===== src/rtl/pipeline_controller.sv =====
// Hazard/flush/memory-wait controller for a 5-stage in-order pipeline.
// Define PIPE_STALL_COUNT_EN to add the saturating stall_count output.
module pipeline_controller #(
   parameter int MEM_TIMEOUT = 255,
   parameter int CNT_W       = 16
) (
   input  logic       clk,
   input  logic       rst,
   input  logic [3:0] src1,
   input  logic [3:0] src2,
   input  logic       two_src,
   input  logic [3:0] ex_dest,
   input  logic       ex_wb_en,
   input  logic [3:0] mem_dest,
   input  logic       mem_wb_en,
   input  logic       branch_taken_ex,
   input  logic       mem_req,
   input  logic       mem_ready,
   output logic       freeze,
   output logic       flush,
   output logic       id_bubble,
   output logic       pipe_hold,
   output logic       mem_timeout,
   output logic [1:0] state
`ifdef PIPE_STALL_COUNT_EN
   ,
   output logic [CNT_W-1:0] stall_count
`endif
);

   typedef enum logic [1:0] {
      RUN   = 2'b00,
      HAZ   = 2'b01,
      FLUSH = 2'b10,
      MEMW  = 2'b11
   } state_e;

   localparam int WCW = (MEM_TIMEOUT < 1) ? 1 : $clog2(MEM_TIMEOUT + 1);
   localparam logic [WCW-1:0] WC_MAX = WCW'(MEM_TIMEOUT);
   localparam logic [WCW-1:0] WC_HIT = WCW'((MEM_TIMEOUT < 1) ? 0 : MEM_TIMEOUT - 1);

   state_e         state_q, state_d;
   logic [WCW-1:0] wcnt_q, wcnt_d;
   logic           tout_q, tout_d;
   logic           hazard, mem_wait, to_hit;
   logic           fz, fl, bb, ph;

   assign mem_wait = mem_req & ~mem_ready;

   assign hazard = (ex_wb_en  & (ex_dest  == src1))
                 | (ex_wb_en  & two_src & (ex_dest  == src2))
                 | (mem_wb_en & (mem_dest == src1))
                 | (mem_wb_en & two_src & (mem_dest == src2));

   always_comb begin
      state_d = state_q;
      fz = 1'b0;
      fl = 1'b0;
      bb = 1'b0;
      ph = 1'b0;
      case (state_q)
         MEMW: begin
            if (mem_ready) begin
               state_d = RUN;
            end else begin
               ph = 1'b1;
            end
         end
         default: begin
            // Priority: memory wait, then taken branch, then data hazard.
            if (mem_wait) begin
               ph      = 1'b1;
               state_d = MEMW;
            end else if (branch_taken_ex) begin
               fl      = 1'b1;
               state_d = FLUSH;
            end else if (hazard && (state_q != FLUSH)) begin
               fz      = 1'b1;
               bb      = 1'b1;
               state_d = HAZ;
            end else begin
               state_d = RUN;
            end
         end
      endcase
   end

   // wcnt_q holds completed MEMW cycles, so the current one is wcnt_q + 1.
   assign to_hit = (state_q == MEMW) && (wcnt_q >= WC_HIT);

   always_comb begin
      wcnt_d = '0;
      if (state_q == MEMW) begin
         wcnt_d = (wcnt_q == WC_MAX) ? wcnt_q : wcnt_q + 1'b1;
      end
      tout_d = tout_q | to_hit;
   end

   always_ff @(posedge clk or negedge rst) begin
      if (!rst) begin
         state_q <= RUN;
         wcnt_q  <= '0;
         tout_q  <= 1'b0;
      end else begin
         state_q <= state_d;
         wcnt_q  <= wcnt_d;
         tout_q  <= tout_d;
      end
   end

   assign freeze      = rst & fz;
   assign flush       = rst & fl;
   assign id_bubble   = rst & bb;
   assign pipe_hold   = rst & ph;
   assign mem_timeout = rst & (tout_q | to_hit);
   assign state       = state_q;

`ifdef PIPE_STALL_COUNT_EN
   logic [CNT_W-1:0] stall_q, stall_d;

   always_comb begin
      stall_d = stall_q;
      if ((fz | ph) && !(&stall_q)) begin
         stall_d = stall_q + 1'b1;
      end
   end

   always_ff @(posedge clk or negedge rst) begin
      if (!rst) begin
         stall_q <= '0;
      end else begin
         stall_q <= stall_d;
      end
   end

   assign stall_count = stall_q;
`endif

endmodule


===== config.mk =====
export PLATFORM = sky130hd
export DESIGN_NAME = pipeline_controller
export DESIGN_NICKNAME = d
export VERILOG_FILES = /design/src/rtl/pipeline_controller.sv
export SDC_FILE = /design/constraint.sdc
export NUM_CORES = 1
export LEC_CHECK = 0
export CORE_MARGIN = 2
export CORE_UTILIZATION = 38
export CTS_CLUSTER_DIAMETER = 200
export DETAILED_ROUTE_END_ITERATION = 7
export GPL_ROUTABILITY_DRIVEN = 0
export PLACE_DENSITY = 0.74
export SETUP_SLACK_MARGIN = 0.3
export SLEW_MARGIN = 20
export SYNTH_ARGS = -nofsm -noshare
export SYNTH_HDL_FRONTEND = slang
export SYNTH_SLANG_ARGS = --single-unit
export TNS_END_PERCENT = 100

===== constraint.sdc =====
create_clock -name clk -period 1.3 [get_ports clk]
set_input_delay 0.13 -clock clk [delete_from_list [all_inputs] [get_ports clk]]
set_output_delay 0.13 -clock clk [all_outputs]
set_load 0.05 [all_outputs]

; ---- Word level (Yosys, flattened, before mapping)
; Index checks and enable logic that the tools add are counted.
[word_totals]
out_inout_bits = 7
reg_bits = 11
[classes]
magnitude_cmp = 1
add_sub_neg = 1
bitwise = 16
reduce_logical = 2
mux = 17
n_eq_ne = 9
[op_table]
columns = op, count
row1 = 4-bit == test, 4
row2 = 8-bit 2-to-1 mux, 2
row3 = 1-bit AND, 11
row4 = 1-bit 2-to-1 mux, 11
row5 = "8-bit by 1-bit adder with 8-bit output, second input constant", 1
row6 = "8-bit == test, second input constant", 1
row7 = "8-bit >= comparator, second input constant", 1
row8 = 2-bit 2-to-1 mux, 4
row9 = "2-bit inequality test, second input constant", 3
row10 = 1-bit bitwise OR, 4
row11 = "2-bit == test, second input constant", 1
row12 = 1-bit logical AND, 2
row13 = 1-bit inverter, 1

; ---- Longest topological paths before layout
[depth]
ltp_word = 11
depth_mapped = 6
mapped_depth_nobuf = 5

; ---- Least setup slack after synthesis
; OpenSTA, ideal clock, no wires.
[synth_timing]
path_kind = register -> output
startpoint = register state_q[1] (netlist: state[1])
endpoint = output id_bubble
path_buffers = 1
stages_incl_launch_ff = 6
path_slack_ns = -1.113
required_ns = 1.170
arrival_ns = 2.283
cell_sequence = dfrtp_1 > nor3b_1 > and3_1 > a22oi_1 > a21oi_1 > buf_4
[synth_between]
elab_chain_len = 7
elab_cells_between_ends = 8
cone_classes = eq/ne (2) / mux (4) / bitwise (1) / reduce/logical (1)
[synth_rtl]
columns = item, line
row1 = from (decl), 42  ; state_e state_q, state_d;
row2 = from (signal assigned), 105  ; state_q <= state_d;
row3 = 2-bit inequality test, 77  ; end else if (hazard && (state_q != FLUSH)) begin
row4 = 1-bit logical AND, 77
row5 = 1-bit 2-to-1 mux (3 in series), -
row6 = 1-bit 2-to-1 mux *, -
row7 = 1-bit AND *, -
row8 = to (decl), 21  ; output logic id_bubble,
; Every way passes the cells marked *; elsewhere a longest branch is shown, timed or not.

; ---- Worst setup path after layout
[layout_timing]
startpoint = register state_q[1] (netlist: state[1])
endpoint = output freeze
[layout_between]
elab_chain_len = 7
elab_cells_between_ends = 8
cone_classes = eq/ne (2) / mux (4) / bitwise (1) / reduce/logical (1)
[layout_rtl]
columns = item, line
row1 = 2-bit inequality test, 77
row2 = 1-bit logical AND, 77
row3 = 1-bit 2-to-1 mux, 77
row4 = 1-bit 2-to-1 mux, 74  ; end else if (branch_taken_ex) begin
row5 = 1-bit 2-to-1 mux, 71  ; if (mem_wait) begin
row6 = 1-bit 2-to-1 mux *, 61  ; case (state_q)
row7 = 1-bit AND *, 111  ; assign freeze = rst & fz;
row8 = to (decl), 19  ; output logic freeze,
; Marks and branches as above.

==> impl_results.md <==
* Initial core utilization at 0.404
* Syn_nets at 115
* Failing checks: setup timing
* Post-route cell area at 1760 sq um
* Setup TNS at -4.51 ns
* Routed Antenna Nets at 0
* FILL cells at 72
* Root Driver: clkbuf_4
* Num ports at 31
* Worst skew pair latency at 0.29 ns
* Crit-path max FO at 3
* Worst vdd ir at 760 uV
* Setup Skew at 0.00369 ns
* Startpoint Class: flop
* Vias post-DR at 949
* Total core area at 1980 sq um
* CTS H-Tree Depth at 1
* Critical Path RT at 1.17 ns
* XOR/XNOR Fraction of Synth Area at 0.230
* Status: complete, but fails checks
* First-pass GRT wire length at 4.63 mm
* FP Rows at 16
* Mapped Area at 801 sq um
* Final Critical Period at 1.78 ns
* Critical path, cell by cell: nor3b_2 -> and3_1 -> a22oi_2 -> a21oi_4 -> buf_12
* Multiplexer share of the synthesized area at 0
* Register area share after synthesis at 0.344
* Die extent in y at 49.9 um
* Fraction of layout cells with a size suffix above 1 at 0.535
* Largest family of logic cells by synthesized area: XOR/XNOR gates
* GRT met1 Usage at 0.295
* Delay-heaviest family, CP: flip-flops
* CTS Buf Count at 3
* Number of buffer and inverter stages on the critical path at 1
* # DRC at 0
* RSZ-0062 raised after global routing: yes
* Final Setup Violations at 14
* Utilization after layout at 0.887
* Per-cell routed wire length at 18.3 um
* Synth cell types at 28
* CP peak stage delay at 0.45 ns
* Period utilisation layout at 1.37
* Sequential Area at 279 sq um
* Via density at 5.16
* Reg clk slew, reported paths at 0.08 ns
* CP Capture Type: primary output
* PwrDens at 590 nW/um^2
* Die W at 49.9 um
* Sink Count at 11
* HP Class: in -> async
* Area post-placement at 1460 sq um
* Adder-cell share of the synthesized area at 0.0313
* Die ar. at 2490 sq um
* Initial antenna violation count at 0
* Tot GR Track Use at 0.257
* Maxcap violations at 0
* Vias in the first global route at 994
* Static leakage at 0.747 nW
* Iteration-0 DRC Markers at 28
* Critical Path Slowest Stage Cell: dfrtp_2
* Met3 global-route usage at 0.0636
* Actual slew at the worst max-slew pin at 0.425 ns
* Area of the multi-input gates at 703 sq um
* Worst rel slew slack at 0.715
* CTS tree: built
* Max Freq at 562 MHz
* Seq cells post-synth at 11
* Fin. Hold Viols at 0
* Drt first pass iters at 5
* Worst Path Arrival at 1.65 ns
* GRT overflow at 0
* Total wire length at 3.37 mm
* Post-Syn Instances at 89
* DP Wirelength at 1.84 mm
* Ys Warns at 0
* Critical path type: reg -> out
* GRT busiest layer: met2
* Met2 Track Usage GR at 0.462
* PnR worst setup slack at -0.478 ns
* Area Growth Syn to Fin at 120%
* Compound-gate portion of the synthesized area at 0.120
* Port Buffers at 30
* # diodes at 0
* Simple-gate share of the synthesized area at 0.223
* Clock Path Buffers at 2
* Mean post-synth cell area at 9.00 sq um
* Largest net degree at the start of global routing at 10
* Net count, final at 184
* Slew Limit Fails at 0
## layer usage
| layer | wire length [um] | vias up |
|---|---|---|
| met4 | 54 | 0 |
| met3 | 177 | 4 |
| met1 | 1430 | 467 |
| li1 | - | 445 |
| met2 | 1710 | 33 |
| met5 | 0 | - |
## per-stage QoR
stage               instances  hold slack (ns)  setup slack (ns)  power (W)
global placement          168            0.448            -0.478   0.000681
floorplan                  89           -0.166            -0.418   0.000489
CTS                       181            0.205            -0.413   0.000993
finish                    184            0.226            -0.478    0.00104
global route              184            0.198            -0.554    0.00108
detailed placement        168            0.461            -0.534   0.000687
## cell families after synthesis
family / after synthesis
simple gates: 34
xor+xnor: 21
compound gates: 13
flops: 11
buf+inv: 8
fa+ha+maj: 2
## cell usage after synthesis, drive strengths merged
master   n  area [sq um]
inv      4          15.0
a211oi   1          7.51
nand3    4          20.0
a21o     1          7.51
a21oi    4          20.0
nor3     4          20.0
dfrtp   11           275
nand4    1          6.26
xor2    14           123
and3     2          12.5
nor4     2          12.5
a311oi   1          15.0
o21ai    1          5.00
nor3b    3          22.5
nor2     9          33.8
and4     1          8.76
and2     2          12.5
o31ai    2          20.0
nand2    6          30.0
ha       2          25.0
a22oi    2          15.0
clkbuf   2          7.51
buf      2          18.8
xnor2    7          61.3
a31oi    1          6.26
## what timing repair did
action,4_1_cts,5_1_grt
hold buffers,0,0
endpoints found under the setup margin,18,18
resized for setup,40,12
buffers inserted,9,3
gates cloned,0,0
pin swaps,19,12
## cell usage in the layout, fill, tap and decap left out, types with 2 or more instances in the layout
master,count
nor2_2,2
inv_1,4
buf_12,7
nand2_1,2
clkbuf_4,3
nor3_2,2
dfrtp_1,8
a22oi_2,2
nor3b_2,3
o31ai_4,2
buf_4,24
xnor2_1,4
buf_6,13
dlygate4sd2_1,9
nand2_4,2
a21oi_1,3
clkdlybuf4s50_1,14
dfrtp_2,3
nand3_1,2
nor2_1,5
xnor2_2,3
nor2_4,2
xor2_1,14
and3_1,2
## registers in the layout (all words and copies together), names as in the netlist
| name | cells |
|---|---|
| state | 2 |
| tout_q | 1 |
| wcnt_q | 8 |
## worst reg2reg max path, cell delays in order, from the launching register on
cell,delay [ns]
dfrtp_1,0.40
and4_4,0.22
buf_6,0.12
buf_6,0.10
buf_6,0.10
buf_6,0.12
buf_6,0.12
nor3_4,0.20
xnor2_1,0.16
nor2_1,0.07
## power by group
part / internal (W) / leakage (nW) / switching (W)
Sequential: 0.000353 / 0.145 / 0.0000156
Clock: 0.000120 / 0.0150 / 0.000143
Combinational: 0.000217 / 0.587 / 0.000189
## path summary, 6_finish.rpt
kind / start / to / slack, ns / depth (start not counted)
worst max-delay path: state[1] / freeze / -0.48 / 5
max in group asynchronous: rst / wcnt_q[1] / 0.88 / 2
worst min-delay path: rst / state[0] / 0.23 / 2
worst max register to register: wcnt_q[6] / wcnt_q[6] / -0.43 / 9
worst min register to register: tout_q / tout_q / 0.48 / 2
min in group clk: tout_q / tout_q / 0.48 / 2
## cell type report
type | count | area share
clock buffer | 4 | 0.0149
timing repair buffer | 68 | 0.399
multi-input combinational | 70 | 0.400
sequential | 11 | 0.159
inverter | 4 | 0.00854
tap | 27 | 0.0192
Power figures use the tool's default switching activity.
